==> config.mk <==
export PLATFORM = sky130hd
export DESIGN_NAME = ga_pop_eval_flat
export DESIGN_NICKNAME = d
export VERILOG_FILES = /design/src/rtl/ga_pop_eval_if.sv /design/src/rtl/ga_pop_eval.sv /design/src/flat_wrapper.sv
export SDC_FILE = /design/constraint.sdc
export NUM_CORES = 1
export LEC_CHECK = 0
export CORE_ASPECT_RATIO = 1.2
export CORE_MARGIN = 3
export CORE_UTILIZATION = 35
export CTS_CLUSTER_DIAMETER = 40
export DETAILED_ROUTE_END_ITERATION = 12
export PLACE_DENSITY = 0.59
export RECOVER_POWER = 100
export SYNTH_ARGS = -nofsm -noshare
export SYNTH_HDL_FRONTEND = slang
export SYNTH_SLANG_ARGS = --single-unit
==> constraint.sdc <==
create_clock -name clk -period 3.1 [get_ports clk]
set_input_delay 0.62 -clock clk [delete_from_list [all_inputs] [get_ports clk]]
set_output_delay 0.62 -clock clk [all_outputs]
set_load 0.03 [all_outputs]
==> src/rtl/ga_pop_eval_if.sv <==
// ga_pop_eval_if: control, population-write, fitness-unit and result signals of ga_pop_eval
interface ga_pop_eval_if #(
  parameter int INPUT_WIDTH = 8,
  parameter int POP_SIZE = 8
);
  localparam int FIT_W = (INPUT_WIDTH + 1) * 3;
  localparam int IDX_W = $clog2(POP_SIZE);
  logic start;
  logic busy;
  logic done;
  logic pop_wr_en;
  logic [IDX_W-1:0] pop_wr_addr;
  logic [INPUT_WIDTH-1:0] pop_wr_data;
  logic [INPUT_WIDTH-1:0] ff_chrom;
  logic ff_enable;
  logic [FIT_W-1:0] ff_fitness;
  logic [INPUT_WIDTH-1:0] best_chrom;
  logic [FIT_W-1:0] best_fitness;
  logic [IDX_W-1:0] best_idx;
  modport master (
    output start, pop_wr_en, pop_wr_addr, pop_wr_data, ff_fitness,
    input busy, done, ff_chrom, ff_enable, best_chrom, best_fitness, best_idx
  );
  modport slave (
    input start, pop_wr_en, pop_wr_addr, pop_wr_data, ff_fitness,
    output busy, done, ff_chrom, ff_enable, best_chrom, best_fitness, best_idx
  );
endinterface

==> src/rtl/ga_pop_eval.sv <==
// ga_pop_eval: streams the population through an external fitness unit and keeps the fittest member
module ga_pop_eval #(
  parameter int INPUT_WIDTH = 8,
  parameter int POP_SIZE = 8
) (
  input logic clk,
  input logic rst,
  ga_pop_eval_if.slave bus
);
  localparam int FIT_W = (INPUT_WIDTH + 1) * 3;
  localparam int IDX_W = $clog2(POP_SIZE);
  typedef enum logic [1:0] {IDLE, ISSUE, DRAIN} state_t;
  state_t state, state_nx;
  logic [INPUT_WIDTH-1:0] pop [POP_SIZE];
  logic [IDX_W-1:0] icnt, scnt, issue_idx, best_idx;
  logic [INPUT_WIDTH-1:0] ff_chrom, best_chrom;
  logic [FIT_W-1:0] best_fitness;
  logic ff_enable, vld, done, issue, last_issue, last_sample;
  assign issue = (state == IDLE && bus.start) || state == ISSUE;
  assign issue_idx = state == ISSUE ? icnt : '0;
  assign last_issue = &icnt;
  assign last_sample = vld && &scnt;
  always_comb begin
    state_nx = (state == IDLE && bus.start) ? ISSUE :
               (state == ISSUE && last_issue) ? DRAIN :
               (state == DRAIN && last_sample) ? IDLE : state;
  end
  // vld marks the cycle in which ff_fitness carries the result for index scnt
  always_ff @(posedge clk) begin
    if (rst) begin
      state <= IDLE;
      icnt <= '0;
      scnt <= '0;
      vld <= 1'b0;
      done <= 1'b0;
      ff_enable <= 1'b0;
      ff_chrom <= '0;
      best_chrom <= '0;
      best_fitness <= '0;
      best_idx <= '0;
      for (int i = 0; i < POP_SIZE; i++) pop[i] <= '0;
    end else begin
      state <= state_nx;
      ff_enable <= issue;
      if (issue) ff_chrom <= pop[issue_idx];
      icnt <= issue ? issue_idx + 1'b1 : '0;
      vld <= ff_enable;
      if (vld) scnt <= scnt + 1'b1;
      done <= state == DRAIN && last_sample;
      if (vld && (scnt == '0 || bus.ff_fitness > best_fitness)) begin
        best_fitness <= bus.ff_fitness;
        best_chrom <= pop[scnt];
        best_idx <= scnt;
      end
      if (bus.pop_wr_en && state == IDLE && !bus.start) pop[bus.pop_wr_addr] <= bus.pop_wr_data;
    end
  end
  assign bus.busy = state != IDLE;
  assign bus.done = done;
  assign bus.ff_enable = ff_enable;
  assign bus.ff_chrom = ff_chrom;
  assign bus.best_chrom = best_chrom;
  assign bus.best_fitness = best_fitness;
  assign bus.best_idx = best_idx;
endmodule

==> src/flat_wrapper.sv <==
// flat-port wrapper written by rule: the top's interface ports become plain ports
module ga_pop_eval_flat 
#(
  parameter int INPUT_WIDTH = 8,
  parameter int POP_SIZE = 8
)
  (clk, rst, bus_start, bus_pop_wr_en, bus_pop_wr_addr, bus_pop_wr_data, bus_ff_fitness, bus_busy, bus_done, bus_ff_chrom, bus_ff_enable, bus_best_chrom, bus_best_fitness, bus_best_idx);
  ga_pop_eval_if #(.INPUT_WIDTH(INPUT_WIDTH), .POP_SIZE(POP_SIZE)) bus_i ();
  input logic clk;
  input logic rst;
  input wire logic [$bits(bus_i.start)-1:0] bus_start;
  input wire logic [$bits(bus_i.pop_wr_en)-1:0] bus_pop_wr_en;
  input wire logic [$bits(bus_i.pop_wr_addr)-1:0] bus_pop_wr_addr;
  input wire logic [$bits(bus_i.pop_wr_data)-1:0] bus_pop_wr_data;
  input wire logic [$bits(bus_i.ff_fitness)-1:0] bus_ff_fitness;
  output wire logic [$bits(bus_i.busy)-1:0] bus_busy;
  output wire logic [$bits(bus_i.done)-1:0] bus_done;
  output wire logic [$bits(bus_i.ff_chrom)-1:0] bus_ff_chrom;
  output wire logic [$bits(bus_i.ff_enable)-1:0] bus_ff_enable;
  output wire logic [$bits(bus_i.best_chrom)-1:0] bus_best_chrom;
  output wire logic [$bits(bus_i.best_fitness)-1:0] bus_best_fitness;
  output wire logic [$bits(bus_i.best_idx)-1:0] bus_best_idx;
  assign bus_i.start = bus_start;
  assign bus_i.pop_wr_en = bus_pop_wr_en;
  assign bus_i.pop_wr_addr = bus_pop_wr_addr;
  assign bus_i.pop_wr_data = bus_pop_wr_data;
  assign bus_i.ff_fitness = bus_ff_fitness;
  assign bus_busy = bus_i.busy;
  assign bus_done = bus_i.done;
  assign bus_ff_chrom = bus_i.ff_chrom;
  assign bus_ff_enable = bus_i.ff_enable;
  assign bus_best_chrom = bus_i.best_chrom;
  assign bus_best_fitness = bus_i.best_fitness;
  assign bus_best_idx = bus_i.best_idx;
  ga_pop_eval #(.INPUT_WIDTH(INPUT_WIDTH), .POP_SIZE(POP_SIZE)) u_core (.clk(clk), .rst(rst), .bus(bus_i));
endmodule
# == Word-level counts from Yosys, hierarchy flattened ==
# Memory sizes are Yosys's and may differ from the RTL's. A register that Yosys moved wholly into a read port is not among the register bits.
# Cells that the tools add are included.
# word_totals
elab_cells,48
register_bits,41
ramBits,64
in_bits,42
mem_count,1
out_inout_bits,49
# op_classes
n_eq_ne,2
bitwise,1
n_addsub,2
mux,12
order_cmp,1
reduce_logical,20
# mem_list
memory,words,word_bits,rd,rd_ports_with_merged_regs,wr,line_no,rtl
u_core.pop,8,8,2,2,8,ga_pop_eval.sv:14,logic [INPUT_WIDTH-1:0] pop [POP_SIZE];
# ops
op,n
$gt A27 B27 Y1,1
$mux W8,1
$reduce_or A8 Y1,1
$logic_and A1 B1 Y1,7
$mux W1,7
$add A3 B1 Y3 const B,2
$mux W3,2
$reduce_and A3 Y1,2
$mux W2,2
$reduce_bool A2 Y1,2
$reduce_or A2 Y1,2
$logic_not A3 Y1,1
$reduce_bool A3 Y1,1
$eq A2 B1 Y1 const B,1
$eq A2 B2 Y1 const B,1
$logic_not A2 Y1,1
$logic_or A1 B1 Y1,2
$logic_not A1 Y1,1
$not A1 Y1,1

# == Depth between registers and ports, before layout ==
# depth
depth_word,8
depth_mapped,11
depth_no_buf,8

# == Worst setup path before layout ==
# OpenSTA, ideal clock, no wires.
# synth_path
kind,flip-flop to flip-flop
start,reg u_core.scnt[1]
end,reg u_core.best_fitness[10] (netlist: u_core.bus.best_fitness[10])
path_stages_with_launch,12
slack_ns,0.432
arrival_ns,2.536
period_less_slack_ns,2.668
n_path_buf,4
required_time_ns,2.968
setup_time_ns,0.132
path_cell_list,dfxtp_1 clkbuf_1 clkbuf_1 inv_1 ha_1 nor2b_1 or4_1 o21a_1 buf_2 buf_2 nand3_1 a21oi_1
# synth_between
elab_chain_len,3
# synth_rtl
item,line_no,rtl
start: declaration,ga_pop_eval.sv:15,"logic [IDX_W-1:0] icnt, scnt, issue_idx, best_idx;"
start signal: assignment,ga_pop_eval.sv:48,if (vld) scnt <= scnt + 1'b1;
$logic_not A3 Y1,ga_pop_eval.sv:50,if (vld && (scnt == '0 || bus.ff_fitness > best_fitness)) begin
$logic_or A1 B1 Y1,ga_pop_eval.sv:50,
$logic_and A1 B1 Y1,ga_pop_eval.sv:50,
end signal: assignment,ga_pop_eval.sv:51,best_fitness <= bus.ff_fitness;
end: declaration,ga_pop_eval.sv:17,logic [FIT_W-1:0] best_fitness;
# Every way passes these cells.
# A chain may end at the register's enable or synchronous reset.

# == Worst setup path in the final report ==
# layout_path
start,in bus_ff_fitness[6]
end,reg u_core.best_fitness[8] (netlist: u_core.bus.best_fitness[8])
# layout_between
elab_chain_len,3
# layout_rtl
item,line_no,rtl
start: declaration,flat_wrapper.sv:15,input wire logic [$bits(bus_i.ff_fitness)-1:0] bus_ff_fitness;
$gt A27 B27 Y1,ga_pop_eval.sv:50,
$logic_or A1 B1 Y1,ga_pop_eval.sv:50,
$logic_and A1 B1 Y1,ga_pop_eval.sv:50,
# Every way passes these cells.

==> metrics.cfg <==
[die]
die_h_um=153
start_util_pct=35.7
dieArea_um2=19600
fp.coreArea_um2=17600
rows=53
io-pin-count=91
fp.dieW_um=128

[detailed_routing]
drc=0
wl_met2_um=8610
num_vias=5090
via_per_inst=5.41
wl_per_cell_um=18.5
met3_length_um=950
dr.first_iter.drc_count=381
postRouteAntennaNets=0
wl_um=17400
drt-met1-wl_um=7550
maxUsedRoutingLayer=met4
drt_pass1_iterations=7

[flow_run]
max_cap_viol_count=0

[clock_tree]
cts-buffers-inserted=17
postCtsHoldBufs=0
path_clk_slew_ns=0.06
clockBufferDepth=2
cts_root_buf=clkbuf_16
cts.sinks=121
cts_resized=0
cts_tree=built
insertion_delay_ns=0.42
cts_setup_buffers=0
h-tree-depth=4

[yosys]
synth_edf_count=64
syn_inst=612
ys_types=42
syn_avg_cell_area_um2=10.2
synth_ff_type=edfxtp_1
async_reset_ff_share_pct=0
seq_area_frac_synth_pct=48.8
ys_ff_latch=121
netlist_area_um2=6270
ys_warn_count=0
syn-num-nets=685

[final_layout]
final_layout_size_suffix_gt1_share_pct=9.44
final_cell_mix=edfxtp_1, dfxtp_1, a21oi_1
layout_commonest_cell=edfxtp_1
seqCellArea_um2=3060
n_fill_cell=1617
syn2layout_area_growth_pct=28.2
multi_input_area_um2=2880
antenna_cells=0
fin_cells=940
final_net_count=780

[critical_path]
critical_path_class=input pin to flop
worstPathArrival_ns=3.09
crit_fanout=10
worstPathRequired_ns=3.41
endpoint_kind=flop
cp-start-kind=input pin

[placement]
gp_congestion=0.828
pre_cts_ws_ns=-0.0130
dp_hpwl_um=12700
dp_cells=908
port_buffers=90

[power_and_ir_drop]
power_density_nw_per_um2=552
leakage_nw=2.93
ir_worst_vdd_v=0.000357

[global_routing]
grtUsageTotal_pct=17.7
grt_pass1_vias=5014
grt.overflow.total=0
grt_pass1_wl_um=27200
antenna_found_initial=0
grt_max_degree=65

[sta]
fin_crit_ns=2.78
rsz0062_at_grt=no
worst_hold_slack_ns=0.469
hold_violations=0
layout_setup_ws_ns=0.321
fin_tns_setup_ns=0
slew_headroom_pct=8.03
period_share_pct=89.6
tightest_slew_ns=1.38
setup_viol=0
fmax_mhz=360
finClkSkew_ns=0.0119
slew_violations=0

[run_status]
status=complete, no violations

[min_path]
min_path_type=flop to flop

## logic make-up (layout without fill, tap and decap cells)
group                    Yosys count  in the layout  share of synthesized area (%)
AO/OA/AOI/OAI                    137            137                           13.7
XOR/XNOR                           2              2                          0.279
adder cells (fa/ha/maj)           31             31                           6.18
buffers and inverters             73            181                           5.09
flip-flops                       121            121                           48.8
multiplexers                      26             26                           7.34
AND/OR/NAND/NOR                  222            222                           18.6
## power by group
group / internal (mW) / total, mW / switching (mW)
combinational: 0.220 / 0.528 / 0.309
clock: 1.35 / 2.11 / 0.756
sequential: 1.76 / 1.80 / 0.0469
## state kept, by name, summed over array words and instances, names as in the netlist, 2 cells and up
name	cells
u_core.bus.best_idx	3
u_core.bus.ff_chrom	8
u_core.bus.best_chrom	8
u_core.scnt	3
u_core.bus.best_fitness	27
u_core.icnt	3
u_core.pop	64
u_core.state	2
## cells in the mapped netlist (all sizes together) (13+ instances only)
cell	number	area share, %
a21oi	55	4.4
inv	35	2.1
mux4	16	5.7
edfxtp	64	31
clkbuf	18	1.1
nand3	48	3.8
ha	31	6.2
buf	20	1.9
o21ai	37	3.0
nor3	13	1.0
and2	66	6.6
nor2	26	1.6
nand2	45	2.7
dfxtp	57	18
a211oi	13	1.6
## worst max-delay path, stage by stage
cell	delay [ns]
clkdlybuf4s50_1	0.43
ha_1	0.32
a21oi_1	0.12
o21ai_0	0.15
a2111oi_2	0.39
buf_4	0.18
o2111a_2	0.34
clkbuf_1	0.26
o21ai_0	0.13
a21oi_1	0.15
## layer usage
layer	track usage, %	vias to the layer above
li1	-	2417
met1	22.7	2432
met2	29.5	212
met3	3.47	29
met4	6.17	0
met5	0	-
## final cells by class
type	count	share of cell area [%]
multi-input cells	418	35.8
repair buffers	114	13.2
well taps	220	3.42
inverters	35	1.63
flip-flops and latches	121	38.1
clock buffers	18	5.34
clock inverters	14	2.44
## final timing paths
kind | cells after the start | slack (ns) | from | end
worst max register to register | 8 | 0.55 | u_core.state[0] | u_core.bus.ff_chrom[2]
worst min-delay path | 1 | 0.47 | u_core.bus.ff_enable | u_core.vld
worst max-delay path | 10 | 0.32 | bus_ff_fitness[6] | u_core.bus.best_fitness[8]
worst min register to register | 1 | 0.47 | u_core.bus.ff_enable | u_core.vld
## metrics by stage
step | total power [mW] | area (um^2) | util (%)
final | 4.44 | 8040 | 45.8
after CTS | 4.49 | 8090 | 46.0
after global placement | 2.37 | 7460 | 42.5
after global routing | 4.59 | 8040 | 45.8
after floorplan | 2.14 | 6270 | -
after detailed placement | 2.38 | 7460 | 42.5
(Power assumes the default switching activity.)
